===== src/rtl/ni_req_channel_arbiter_pkg.sv =====
// Shared constants for the NI request-channel arbiter: flit width default,
// FSM state encodings and stream identifiers.
package ni_req_channel_arbiter_pkg;

    localparam int FLIT_WIDTH_DEF      = 80;
    localparam int MAX_OUTSTANDING_DEF = 16;

    typedef logic [1:0] arb_state_t;

    localparam arb_state_t ARB_IDLE   = 2'd0;
    localparam arb_state_t ARB_WR_PKT = 2'd1;
    localparam arb_state_t ARB_RD_PKT = 2'd2;

    localparam logic ARB_WR = 1'b0;
    localparam logic ARB_RD = 1'b1;

    function automatic int outs_cnt_width(input int max_outs);
        return $clog2(max_outs + 1);
    endfunction

endpackage


===== src/rtl/ni_req_channel_arbiter_outs_counter.sv =====
// ni_outs_counter: saturating up/down in-flight packet counter with a sticky
// underflow flag raised when a decrement arrives at zero.
module ni_outs_counter
    import ni_req_channel_arbiter_pkg::*;
#(
    parameter int MAX_OUTSTANDING = MAX_OUTSTANDING_DEF,
    parameter int CNTW            = outs_cnt_width(MAX_OUTSTANDING)
) (
    input  logic            clk,
    input  logic            rst_n,
    input  logic            inc_i,
    input  logic            dec_i,
    output logic [CNTW-1:0] count_o,
    output logic            underflow_o
);

    logic [CNTW-1:0] count_q, count_d;
    logic            underflow_q, underflow_d;

    // Simultaneous inc and dec cancel out and leave the count untouched.
    always_comb begin
        count_d     = count_q;
        underflow_d = underflow_q;
        if (inc_i && !dec_i) begin
            if (count_q != CNTW'(MAX_OUTSTANDING)) begin
                count_d = count_q + CNTW'(1);
            end
        end else if (dec_i && !inc_i) begin
            if (count_q == '0) begin
                underflow_d = 1'b1;
            end else begin
                count_d = count_q - CNTW'(1);
            end
        end
    end

    always_ff @(posedge clk or negedge rst_n) begin
        if (!rst_n) begin
            count_q     <= '0;
            underflow_q <= 1'b0;
        end else begin
            count_q     <= count_d;
            underflow_q <= underflow_d;
        end
    end

    assign count_o     = count_q;
    assign underflow_o = underflow_q;

endmodule


===== src/rtl/ni_req_channel_arbiter.sv =====
// Packet-granular arbiter sharing the out_buffer write port between write and
// read request streams. Define NI_ARB_RD_FIXED_PRIO_EN to give reads fixed tie priority.
module ni_req_channel_arbiter
    import ni_req_channel_arbiter_pkg::*;
#(
    parameter  int FLIT_WIDTH      = FLIT_WIDTH_DEF,
    parameter  int MAX_OUTSTANDING = MAX_OUTSTANDING_DEF,
    localparam int CNTW            = $clog2(MAX_OUTSTANDING + 1)
) (
    input  logic                  clk,
    input  logic                  rst,
    input  logic [FLIT_WIDTH-1:0] wr_flit,
    input  logic                  wr_valid,
    input  logic                  wr_last,
    output logic                  wr_ready,
    input  logic [FLIT_WIDTH-1:0] rd_flit,
    input  logic                  rd_valid,
    input  logic                  rd_last,
    output logic                  rd_ready,
    output logic [FLIT_WIDTH-1:0] flit_out,
    output logic                  write_out,
    input  logic                  full_in,
    input  logic                  decr_wr,
    input  logic                  decr_rd,
    output logic [CNTW-1:0]       wr_outs,
    output logic [CNTW-1:0]       rd_outs,
    output logic                  underflow_err
);

    arb_state_t state_q, state_d;
    logic       elig_wr, elig_rd;
    logic       grant_valid, grant_sel, grant_last, accept;
    logic       head_acc_wr, head_acc_rd;
    logic       uf_wr, uf_rd;

`ifndef NI_ARB_RD_FIXED_PRIO_EN
    logic       rr_ptr_q, rr_ptr_d;
`endif

    assign elig_wr = wr_valid && (wr_outs < CNTW'(MAX_OUTSTANDING));
    assign elig_rd = rd_valid && (rd_outs < CNTW'(MAX_OUTSTANDING));

    // Caps gate only the head decision; an open packet is served regardless.
    always_comb begin
        grant_valid = 1'b0;
        grant_sel   = ARB_WR;
        case (state_q)
            ARB_IDLE: begin
                if (elig_wr && elig_rd) begin
                    grant_valid = 1'b1;
`ifdef NI_ARB_RD_FIXED_PRIO_EN
                    grant_sel   = ARB_RD;
`else
                    grant_sel   = rr_ptr_q;
`endif
                end else if (elig_wr) begin
                    grant_valid = 1'b1;
                    grant_sel   = ARB_WR;
                end else if (elig_rd) begin
                    grant_valid = 1'b1;
                    grant_sel   = ARB_RD;
                end
            end
            ARB_WR_PKT: begin
                grant_valid = wr_valid;
                grant_sel   = ARB_WR;
            end
            ARB_RD_PKT: begin
                grant_valid = rd_valid;
                grant_sel   = ARB_RD;
            end
            default: begin
                grant_valid = 1'b0;
                grant_sel   = ARB_WR;
            end
        endcase
    end

    assign accept     = grant_valid && !full_in && rst;
    assign grant_last = (grant_sel == ARB_RD) ? rd_last : wr_last;
    assign wr_ready   = accept && (grant_sel == ARB_WR);
    assign rd_ready   = accept && (grant_sel == ARB_RD);
    assign write_out  = accept;
    assign flit_out   = !grant_valid ? '0 : ((grant_sel == ARB_RD) ? rd_flit : wr_flit);

    assign head_acc_wr = wr_ready && (state_q == ARB_IDLE);
    assign head_acc_rd = rd_ready && (state_q == ARB_IDLE);

    always_comb begin
        state_d  = state_q;
`ifndef NI_ARB_RD_FIXED_PRIO_EN
        rr_ptr_d = rr_ptr_q;
`endif
        if (accept) begin
            if (grant_last) begin
                state_d  = ARB_IDLE;
`ifndef NI_ARB_RD_FIXED_PRIO_EN
                rr_ptr_d = ~grant_sel;
`endif
            end else begin
                state_d  = (grant_sel == ARB_RD) ? ARB_RD_PKT : ARB_WR_PKT;
            end
        end
    end

    always_ff @(posedge clk or negedge rst) begin
        if (!rst) begin
            state_q  <= ARB_IDLE;
`ifndef NI_ARB_RD_FIXED_PRIO_EN
            rr_ptr_q <= ARB_WR;
`endif
        end else begin
            state_q  <= state_d;
`ifndef NI_ARB_RD_FIXED_PRIO_EN
            rr_ptr_q <= rr_ptr_d;
`endif
        end
    end

    ni_outs_counter #(
        .MAX_OUTSTANDING (MAX_OUTSTANDING),
        .CNTW            (CNTW)
    ) u_wr_outs (
        .clk         (clk),
        .rst_n       (rst),
        .inc_i       (head_acc_wr),
        .dec_i       (decr_wr),
        .count_o     (wr_outs),
        .underflow_o (uf_wr)
    );

    ni_outs_counter #(
        .MAX_OUTSTANDING (MAX_OUTSTANDING),
        .CNTW            (CNTW)
    ) u_rd_outs (
        .clk         (clk),
        .rst_n       (rst),
        .inc_i       (head_acc_rd),
        .dec_i       (decr_rd),
        .count_o     (rd_outs),
        .underflow_o (uf_rd)
    );

    assign underflow_err = uf_wr || uf_rd;

endmodule


===== config.mk =====
export PLATFORM = sky130hd
export DESIGN_NAME = ni_req_channel_arbiter
export DESIGN_NICKNAME = d
export VERILOG_FILES = /design/src/rtl/ni_req_channel_arbiter_pkg.sv /design/src/rtl/ni_req_channel_arbiter_outs_counter.sv /design/src/rtl/ni_req_channel_arbiter.sv
export SDC_FILE = /design/constraint.sdc
export NUM_CORES = 1
export LEC_CHECK = 0
export BUFFER_PORTS_ARGS = -buffer_cell sky130_fd_sc_hd__buf_2
export CAP_MARGIN = 30
export CORE_AREA = 4 4 101 103
export CTS_BUF_LIST = sky130_fd_sc_hd__clkbuf_16
export CTS_CLUSTER_DIAMETER = 100
export DETAILED_ROUTE_END_ITERATION = 16
export DIE_AREA = 0 0 105 107
export PLACE_DENSITY_LB_ADDON = 0.1
export SLEW_MARGIN = 10
export SYNTH_ARGS = -nofsm -noshare
export SYNTH_HDL_FRONTEND = slang
export SYNTH_SLANG_ARGS = --single-unit

===== constraint.sdc =====
create_clock -name clk -period 3.13 [get_ports clk]
set_input_delay 0.1565 -clock clk [delete_from_list [all_inputs] [get_ports clk]]
set_output_delay 0.1565 -clock clk [all_outputs]
set_load 0.02 [all_outputs]

==> metrics, run 1 <==
status=completed; top cell type's share of synthesized area=0.296; yosys warns=0; die width=105 microns; TritonCTS clock tree=yes; Final Total Pwr=3.93 mW; H-Tree Depth=1; largest area contributor in the netlist=nand2_1; minimum clock period=2.82 ns; skew final=0.00270 ns; net load switching power=2.35 mW; Rel. slew slack=0.448; worst setup path category=register to register; Leak=2.13 nW; die area=11200 sq um; Critical Path Sink Type=register; post-place setup slack=0.321 ns; Final ANT Viol Nets=0; Yosys reg bits=15; Setup Fix Bufs, Post-CTS=0; Global Route Usage Sum=0.179; WL per Instance=15.0 microns; most frequent cells in the layout=buf_2, nand2_1, a21oi_1; Syn Nets=547; most common cell after layout, fill and taps aside=buf_2; WP data required=3.25 ns; placement row count=35; fmax=0.355 GHz; Area growth syn-to-layout=69.0%; clk root buf=clkbuf_16; CTS Sinks=15; number of port buffers=262; Syn Area/Cell=5.86 sq um; final net count=794; worst-path maximum fanout=6; Synth area leaders=nand2_1, a21oi_1, dfrtp_1; detailed-route DRC error count=0; share of cells above drive strength 1=0.466; CTS max path bufs=2; first-pass GRT wire length=16800 microns; fin. max-slew vios=0; sw frac=0.598; Worst Path Arrival=2.94 ns; Initial Util=0.236; Setup TNS=0 ns; PwrDens=1070 nW/um^2; clk_lat worst skew=0.24 ns; final number of setup-violating endpoints=0; RSZ-0062 raised after global routing=false; Vias/cell=4.62; Util after Layout=0.399; Worst Hold Class=input pin to register; Tcrit/Tclk final=0.900; # IOs=263; worst-margin pin slew=0.828 ns; Final Hold Fails=0; routed vias=3360; HPWL after DPL=8850 microns; n_diodes=0; distinct cell type count after synthesis=38; vias in the first global route=3278; VDD IR-drop max=0.000615 V; Initial DRC Count=174; Seq pwr share=0.109; drt first pass iters=5; Combinational Power Share=0.827; PnR worst setup slack=0.313 ns; Clock power frac=0.063; grt ovf=0; Die H=107 microns; synthesized area=2170 sq um; TritonCTS Buffers=3; initial antenna violation count=1; clock-pin slew on the worst setup and hold paths=0.05 ns; RePlAce Congestion=0.825; Total Wirelength=10900 microns; CP startpoint kind=register; max cap viols=0; Core Area=9200 sq um; largest net degree at the start of global routing=85; Mapped Cells=370; Internal=1.58 mW; sequential element share of the synthesized area=0.173
cell type report:
type                       instances  area (sq um)
fill                            1028          5530
multi-input combinational        322          1680
timing repair buffer             270          1370
sequential                        15           375
tap                              111           139
clock buffer                       3          75.1
inverter                           5          18.8
clock inverter                     1          5.00
flip-flops by register name, indices dropped and copies added (netlist names):
register and count:
state_q 2, u_wr_outs.underflow_o 1, rr_ptr_q 1, u_rd_outs.count_o 5, u_wr_outs.count_o 5, u_rd_outs.underflow_o 1
layer usage:
metal  global-route usage  up-vias  routed length (microns)
met1                0.221     1482                     4320
met5                    0        -                       13
met4               0.0347        2                      108
li1                     -     1724                        -
met3               0.0482       10                      878
met2                0.315      142                     5580
final timing paths:
kind | from | to | slack [ns] | cells after the start
worst max-delay path | state_q[0] | u_rd_outs.count_o[4] | 0.31 | 9
worst min-delay path | rd_last | state_q[1] | 0.12 | 2
worst max register to register | state_q[0] | u_rd_outs.count_o[4] | 0.31 | 9
worst min register to register | u_rd_outs.underflow_o | u_rd_outs.underflow_o | 0.47 | 1
max in group asynchronous | rst | u_rd_outs.count_o[4] | 2.52 | 3
min in group asynchronous | rst | u_wr_outs.count_o[3] | 0.42 | 3
power by group through the flow:
stage               Sequential (mW)  Combinational [mW]  Clock [mW]
finish                        0.429                3.26       0.250
global route                  0.450                3.59       0.266
CTS                           0.429                3.31       0.255
detailed placement            0.430                3.30           0
global placement              0.428                3.29           0
floorplan                     0.475                2.20           0
worst max-delay path, cell delays in order (launching register included):
cell and delay [ns]:
dfrtp_1 0.47, nand2b_4 0.21, o32ai_4 0.27, nand3_2 0.17, or2_2 0.37, fa_1 0.42
a21o_1 0.17, a21oi_1 0.22, nand3_1 0.10, a211o_1 0.30
what timing repair did:
item / 4_1_cts / 5_1_grt
endpoints found under the hold margin: 15 / 0
gates resized for setup: 0 / 1
hold buffers: 1 / 0
endpoints found under the setup margin: 0 / 1
synth_stat cells:
cell type and count:
o22ai_1 1, o31ai_1 1, a41o_1 1, nor4bb_1 1, nor3b_1 1, o32a_1 2
o32ai_2 2, nand2b_4 1, mux2_1 1, nor3_1 4, nand3_1 3, nand2_1 171
a31o_2 1, mux2i_1 3, nor2b_1 2, o2bb2ai_1 1, a32oi_1 1, nand2b_1 2
a21o_1 4, xor2_1 2, xnor2_1 5, nor2_1 4, buf_1 1, inv_1 5
buf_2 8, ha_1 6, dfrtp_1 15, a211o_1 1, clkbuf_1 19, a31oi_1 2
a21oi_1 86, or2_2 2, and2_1 1, a221oi_1 1, fa_1 2, nand3_2 1
mux2_4 4, and3_1 2
through the flow:
step | instance area (sq um) | hold slack, ns | instances
2_1_floorplan | 2170 | -0.139 | 370
3_3_place_gp | 3570 | 0.151 | 722
3_5_place_dp | 3570 | 0.150 | 722
4_1_cts | 3660 | 0.115 | 727
5_1_grt | 3670 | 0.131 | 727
6_report | 3670 | 0.119 | 727
cell families (layout without fill, tap and decap cells):
logic type / after synthesis / after routing / synth area share
and+or+nand+nor: 195 / 195 / 0.364
AOI/OAI and AO/OA: 104 / 104 / 0.273
buffers and inverters: 33 / 279 / 0.0617
DFF: 15 / 15 / 0.173
adders and majority gates: 8 / 8 / 0.0531
muxes: 8 / 8 / 0.0467
xor gates and xnor gates: 7 / 7 / 0.0283
No activity file was read; power rests on OpenSTA's default activity.
==> inputs of run 2 (changes only) <==
--- a/config.mk
+++ b/config.mk
@@ -7,11 +7,13 @@
 export LEC_CHECK = 0
 export BUFFER_PORTS_ARGS = -buffer_cell sky130_fd_sc_hd__buf_2
 export CAP_MARGIN = 30
-export CORE_AREA = 4 4 101 103
+export CELL_PAD_IN_SITES_DETAIL_PLACEMENT = 0
+export CELL_PAD_IN_SITES_GLOBAL_PLACEMENT = 1
+export CORE_MARGIN = 4
+export CORE_UTILIZATION = 19
 export CTS_BUF_LIST = sky130_fd_sc_hd__clkbuf_16
 export CTS_CLUSTER_DIAMETER = 100
 export DETAILED_ROUTE_END_ITERATION = 16
-export DIE_AREA = 0 0 105 107
 export PLACE_DENSITY_LB_ADDON = 0.1
 export SLEW_MARGIN = 10
 export SYNTH_ARGS = -nofsm -noshare
==> run 2 against run 1 <==
Clock power increased by 4%. Core utilization decreased by 5.8 points. Die area increased by 17%. Critical path depth unchanged. Via count increased by 0.12%. Sequential power increased by 0.9%. Clock-buffer cell count unchanged. Maximum frequency increased by 0.92%. Register-to-register slack improved by 0.03 ns. First-iteration DRC count decreased by 20%. Flip-flop and latch count unchanged. Clock skew increased by 0.0073 ns. Critical path type unchanged. Critical endpoint unchanged.
==> metrics, run 2 (synthesis gave the netlist of run 1 again) <==
status=completed (unchanged); clk root buf=clkbuf_16 (unchanged); Global Route Usage Sum=0.157 (was 0.179); largest net degree at the start of global routing=85 (unchanged); WL per Instance=14.8 microns (was 15.0 microns); die width=115 microns (was 105 microns); Hold Path End=state_q[0] (was state_q[1]); clock-pin slew on the worst setup and hold paths=0.06 ns (was 0.05 ns); R2R Setup Slk=0.34 ns (was 0.31 ns); HPWL after DPL=9180 microns (was 8850 microns); Initial DRC Count=140 (was 174); number of port buffers=262 (unchanged); vias in the first global route=3303 (was 3278); worst r2r src=state_q[0] (unchanged); skew final=0.00998 ns (was 0.00270 ns); Final ANT Viol Nets=0 (unchanged); detailed-route DRC error count=0 (unchanged); PwrDens=1080 nW/um^2 (was 1070 nW/um^2); VDD IR-drop max=0.000855 V (was 0.000615 V); Worst Hold Class=input pin to register (unchanged); Vias/cell=4.42 (was 4.62); max cap viols=0 (unchanged); Setup TNS=0 ns (unchanged); drt first pass iters=4 (was 5); CP startpoint kind=register (unchanged); H-Tree Depth=1 (unchanged); most common cell after layout, fill and taps aside=buf_2 (unchanged); Total Wirelength=11300 microns (was 10900 microns); Final Total Pwr=4.05 mW (was 3.93 mW); CP delay by family, top=simple AND/OR/NAND/NOR gates (was compound AO/OA/AOI/OAI gates); first-pass GRT wire length=16800 microns (about the same); CTS max path bufs=2 (unchanged); share of cells above drive strength 1=0.470 (was 0.466); Util after Layout=0.340 (was 0.399); Largest stage delay, worst path=0.45 ns (was 0.47 ns); Worst Hold Path Cells=2 (unchanged); placement row count=38 (was 35); TritonCTS Buffers=3 (unchanged); CTS Sinks=15 (unchanged); fin. max-slew vios=0 (unchanged); crit-path cells=nand2b_4 -> o32ai_4 -> nand3_2 -> or2_2 -> fa_1 -> a21o_1 -> a21oi_1 -> nor4bb_1 -> a211o_1 (was nand2b_4 -> o32ai_4 -> nand3_2 -> or2_2 -> fa_1 -> a21o_1 -> a21oi_1 -> nand3_1 -> a211o_1); worst setup path category=register to register (unchanged); Tcrit/Tclk final=0.892 (was 0.900); TritonCTS clock tree=yes (unchanged); # IOs=263 (unchanged); minimum clock period=2.79 ns (was 2.82 ns); final number of setup-violating endpoints=0 (unchanged); worst-path maximum fanout=6 (unchanged); clk_lat worst skew=0.25 ns (was 0.24 ns); Buf/Inv on CP=0 (unchanged); RR Endpoint=u_rd_outs.count_o[4] (unchanged); Final Hold Fails=0 (unchanged); routed vias=3364 (was 3360); Die H=115 microns (was 107 microns); Reg2Reg Depth=9 (unchanged); final net count=799 (was 794); die area=13200 sq um (was 11200 sq um); Worst Path Arrival=2.99 ns (was 2.94 ns); fmax=0.358 GHz (was 0.355 GHz); Leak=2.16 nW (was 2.13 nW); RePlAce Congestion=0.819 (was 0.825); Initial Util=0.197 (was 0.236); Critical Path Sink Type=register (unchanged); Rel. slew slack=0.425 (was 0.448); grt ovf=0 (unchanged); Worst Hold Launch=wr_last (was rd_last); Core Area=11000 sq um (was 9200 sq um); WP data required=3.32 ns (was 3.25 ns); n_diodes=0 (unchanged); initial antenna violation count=0 (was 1); most frequent cells in the layout=buf_2, nand2_1, a21oi_1 (unchanged); worst-margin pin slew=0.863 ns (was 0.828 ns); crit path max-delay cell type=dfrtp_1 (unchanged); RSZ-0062 raised after global routing=false (unchanged); Area growth syn-to-layout=73.1% (was 69.0%)
-- run 2: cell count changes in the layout (fill, tap and decap cells not counted) --
cell        delta
buf_4          +4
buf_12         +1
clkinv_2       -1
clkinvlp_4     +1
-- run 2: layout make-up --
cell class | instances | area [sq um]
Multi-Input combinational cell | 322 | 1680
Inverter | 5 | 18.8
Timing Repair Buffer | 275 | 1420
Tap cell | 140 | 175
Sequential cell | 15 | 375
Clock buffer | 3 | 75.1
Fill cell | 1239 | 7280
Clock inverter | 1 | 7.51
-- run 2: worst reg2reg max path: stages (launching register included) --
cell and delay (ns):
dfrtp_1 0.45, nand2b_4 0.20, o32ai_4 0.28, nand3_2 0.17, or2_2 0.36, fa_1 0.43, a21o_1 0.18, a21oi_1 0.20
nor4bb_1 0.32, a211o_1 0.14
-- run 2: worst max path at each step --
stage                               from              endpoint  slack, ns  cells past startpoint
global route                  state_q[0]  u_rd_outs.count_o[4]       0.13                      9
global placement              state_q[0]  u_rd_outs.count_o[4]       0.38                      8
floorplan           u_wr_outs.count_o[4]  u_rd_outs.count_o[4]       0.41                      9
finish                        state_q[0]  u_rd_outs.count_o[4]       0.34                      9
CTS                                  rst  u_rd_outs.count_o[4]       0.17                     11
detailed placement            state_q[0]  u_rd_outs.count_o[4]       0.29                      8
-- run 2: routing by layer --
metal | wire [microns] | global-route usage
met2 | 5980 | 0.294
met5 | 0 | 0
met1 | 4140 | 0.178
met4 | 165 | 0.0321
met3 | 1010 | 0.0432
-- run 2: metrics by stage --
stage / hold slack (ns) / setup slack [ns] / instances / cell area (sq um)
after global routing: 0.122 / 0.129 / 761 / 3750
after detailed placement: 0.152 / 0.289 / 756 / 3660
after global placement: 0.152 / 0.377 / 756 / 3660
final: 0.120 / 0.339 / 761 / 3750
after floorplan: -0.139 / 0.408 / 370 / 2170
after CTS: 0.121 / 0.173 / 761 / 3750
-- run 2: timing repair --
item	in CTS	in global routing
buffers inserted	0	0
endpoints found under the setup margin	0	1
hold buffers	1	0
gates resized for setup	0	1
endpoints found under the hold margin	15	0
-- run 2: power by group --
part	switching (mW)	internal [mW]
clock	0.0882	0.172
sequential	0.145	0.289
combinational	2.17	1.19
total	2.40	1.65
==> inputs of run 3 (changes only) <==
--- a/config.mk
+++ b/config.mk
@@ -5,12 +5,13 @@
 export SDC_FILE = /design/constraint.sdc
 export NUM_CORES = 1
 export LEC_CHECK = 0
+export ABC_AREA = 1
 export BUFFER_PORTS_ARGS = -buffer_cell sky130_fd_sc_hd__buf_2
 export CAP_MARGIN = 30
 export CELL_PAD_IN_SITES_DETAIL_PLACEMENT = 0
 export CELL_PAD_IN_SITES_GLOBAL_PLACEMENT = 1
 export CORE_MARGIN = 4
-export CORE_UTILIZATION = 19
+export CORE_UTILIZATION = 17
 export CTS_BUF_LIST = sky130_fd_sc_hd__clkbuf_16
 export CTS_CLUSTER_DIAMETER = 100
 export DETAILED_ROUTE_END_ITERATION = 16
==> constraint.sdc (replaced) <==
create_clock -name clk -period 2.3 [get_ports clk]
set_input_delay 0.115 -clock clk [delete_from_list [all_inputs] [get_ports clk]]
set_output_delay 0.115 -clock clk [all_outputs]
set_load 0.02 [all_outputs]
==> run 3 against run 2 <==
Sequential power up 24%. Clock-buffer cell count stayed put. Non-clock buffer count rose by 8. Clock power up 34%. Setup slack lost 0.17 ns. Largest cell class unchanged. Highest routed layer unchanged.
==> metrics, run 3 <==
worst setup path category=register to register (unchanged); Final Hold Fails=0 (unchanged); Worst Hold Class=input pin to register (unchanged); clk_lat worst skew=0.25 ns (about the same); # IOs=263 (unchanged); PnR worst setup slack=0.164 ns (was 0.339 ns); R2R Setup Slk=0.16 ns (was 0.34 ns); WL per Instance=14.5 microns (was 14.8 microns); Total Wirelength=12000 microns (was 11300 microns); post-place setup slack=0.0449 ns (was 0.289 ns); VDD IR-drop max=0.000508 V (was 0.000855 V); synth cell count leaders=nor2_1, o21ai_0, nand2_1, nand3_1, clkbuf_1 (was nand2_1, a21oi_1, clkbuf_1, dfrtp_1, buf_2); Tcrit/Tclk final=0.929 (was 0.892); distinct cell type count after synthesis=28 (was 38); status=completed (unchanged); initial antenna violation count=1 (was 0); Rel. slew slack=0.743 (was 0.425); RR Endpoint=u_wr_outs.count_o[4] (was u_rd_outs.count_o[4]); H-Tree Depth=1 (unchanged); Hold Path End=u_wr_outs.underflow_o (was state_q[0]); Core Area=12600 sq um (was 11000 sq um); Final ANT Viol Nets=0 (unchanged); Initial DRC Count=166 (was 140); yosys warns=0 (unchanged); final net count=836 (was 799); PwrDens=1210 nW/um^2 (was 1080 nW/um^2); vias in the first global route=3404 (was 3303); worst r2r src=u_wr_outs.count_o[4] (was state_q[0]); detailed-route DRC error count=0 (unchanged); worst-path maximum fanout=6 (unchanged); Critical Path Sink Type=register (unchanged); most frequent cells in the layout=buf_2, nor2_1, o21ai_0 (was buf_2, nand2_1, a21oi_1); Mapped Cells=397 (was 370); clk root buf=clkbuf_16 (unchanged); die area=14800 sq um (was 13200 sq um); first-pass GRT wire length=17700 microns (was 16800 microns); top-count cell post-synth=nor2_1 (was nand2_1); grt ovf=0 (unchanged); CP startpoint kind=register (unchanged); sequential element share of the synthesized area=0.171 (was 0.173); Vias/cell=4.15 (was 4.42); placement row count=41 (was 38); WP data required=2.44 ns (was 3.32 ns); fillers=1485 (was 1239); TritonCTS clock tree=yes (unchanged); Initial Util=0.174 (was 0.197); Area growth syn-to-layout=80.0% (was 73.1%); Worst Hold Launch=decr_wr (was wr_last); Worst Path Arrival=2.28 ns (was 2.99 ns); Synth area leaders=nor2_1, o21ai_0, dfrtp_1 (was nand2_1, a21oi_1, dfrtp_1); Worst Hold Path Cells=3 (was 2); synthesized area=2190 sq um (was 2170 sq um); final number of setup-violating endpoints=0 (unchanged); fin. max-slew vios=0 (unchanged); minimum clock period=2.14 ns (was 2.79 ns); RePlAce Congestion=0.801 (was 0.819); ys async rst share=1.00 (unchanged); die width=122 microns (was 115 microns); skew final=0.00297 ns (was 0.00998 ns); routed vias=3456 (was 3364); HPWL after DPL=9560 microns (was 9180 microns); CTS Sinks=15 (unchanged); Post-synth EDFFs=0 (unchanged); number of port buffers=262 (unchanged); share of cells above drive strength 1=0.473 (was 0.470); Leak=2.21 nW (was 2.16 nW); Setup TNS=0 ns (unchanged); CTS max path bufs=2 (unchanged); max cap viols=0 (unchanged); Syn Area/Cell=5.52 sq um (was 5.86 sq um); Die H=122 microns (was 115 microns); fmax=0.468 GHz (was 0.358 GHz); Main synth FF type=dfrtp_1 (unchanged); TritonCTS Buffers=3 (unchanged); worst-margin pin slew=0.386 ns (was 0.863 ns); Reg2Reg Depth=14 (was 9); Syn Nets=574 (was 547); largest net degree at the start of global routing=85 (unchanged); top cell type's share of synthesized area=0.286 (was 0.296); Yosys reg bits=15 (unchanged); drt first pass iters=4 (unchanged); Global Route Usage Sum=0.149 (was 0.157); clock-pin slew on the worst setup and hold paths=0.05 ns (was 0.06 ns); Util after Layout=0.313 (was 0.340); largest area contributor in the netlist=nor2_1 (was nand2_1); most common cell after layout, fill and taps aside=buf_2 (unchanged)
run 3: area by class of cell:
type	count	area, sq um	area share
diodes	2	5.00	0.00127
repair buffers	283	1510	0.382
well taps	172	215	0.0545
clock inverters	1	5.00	0.00127
clock buffers	3	75.1	0.0190
flip-flops and latches	15	378	0.0957
inverters	14	55.1	0.0139
multi-input cells	342	1710	0.432
run 3: logic make-up after synthesis:
| family | after synthesis | share of synthesized area |
|---|---|---|
| flops | 15 | 0.171 |
| buf+inv | 40 | 0.0753 |
| xor+xnor | 6 | 0.0240 |
| compound gates | 93 | 0.224 |
| simple gates | 235 | 0.453 |
| fa+ha+maj | 8 | 0.0525 |
run 3: worst max-delay path, cell delays in order (launching register included):
cell,delay [ns]
dfrtp_1,0.40
inv_2,0.10
nand2_1,0.07
nand2_2,0.08
nand2_4,0.06
a21oi_4,0.24
nand4_4,0.18
ha_4,0.29
a21o_1,0.18
a31oi_2,0.17
inv_1,0.06
nand2_1,0.06
nand2_1,0.04
nand2_1,0.05
nand2_1,0.04
run 3: how the worst max path moves through the flow:
stage                          from              endpoint  slack, ns
2_1_floorplan  u_wr_outs.count_o[4]  u_wr_outs.count_o[4]      -0.03
3_3_place_gp             state_q[1]  u_wr_outs.count_o[4]       0.06
3_5_place_dp             state_q[1]  u_wr_outs.count_o[4]       0.04
4_1_cts                  state_q[1]  u_wr_outs.count_o[4]       0.03
5_1_grt                  state_q[1]  u_wr_outs.count_o[4]      -0.02
6_report       u_wr_outs.count_o[4]  u_wr_outs.count_o[4]       0.16
run 3: where the power goes:
| group | total [mW] | switching [mW] | internal [mW] |
|---|---|---|---|
| clock network | 0.350 | 0.117 | 0.233 |
| logic | 3.90 | 2.53 | 1.37 |
| registers | 0.537 | 0.158 | 0.378 |
run 3: layer usage:
| layer | GRT usage | up-vias | share of wire |
|---|---|---|---|
| met5 | 0 | - | 0 |
| met4 | 0.0196 | 0 | 0.0082 |
| met3 | 0.0446 | 6 | 0.079 |
| li1 | - | 1815 | - |
| met2 | 0.283 | 134 | 0.53 |
| met1 | 0.168 | 1501 | 0.38 |
run 3: what timing repair did:
action                                 in CTS  in global routing
gates resized for setup                     0                  8
buffers inserted                            0                  9
setup endpoints to repair                   0                  6
hold buffers                                1                  0
endpoints found under the hold margin      15                  0
run 3: through the flow:
stage	power (mW)	cell area (sq um)	hold WS (ns)	cells
2_1_floorplan	3.06	2220	-0.181	397
3_3_place_gp	4.41	3770	0.117	816
3_5_place_dp	4.39	3770	0.119	816
4_1_cts	4.77	3860	0.144	821
5_1_grt	5.30	3950	0.165	831
6_report	4.78	3950	0.143	832
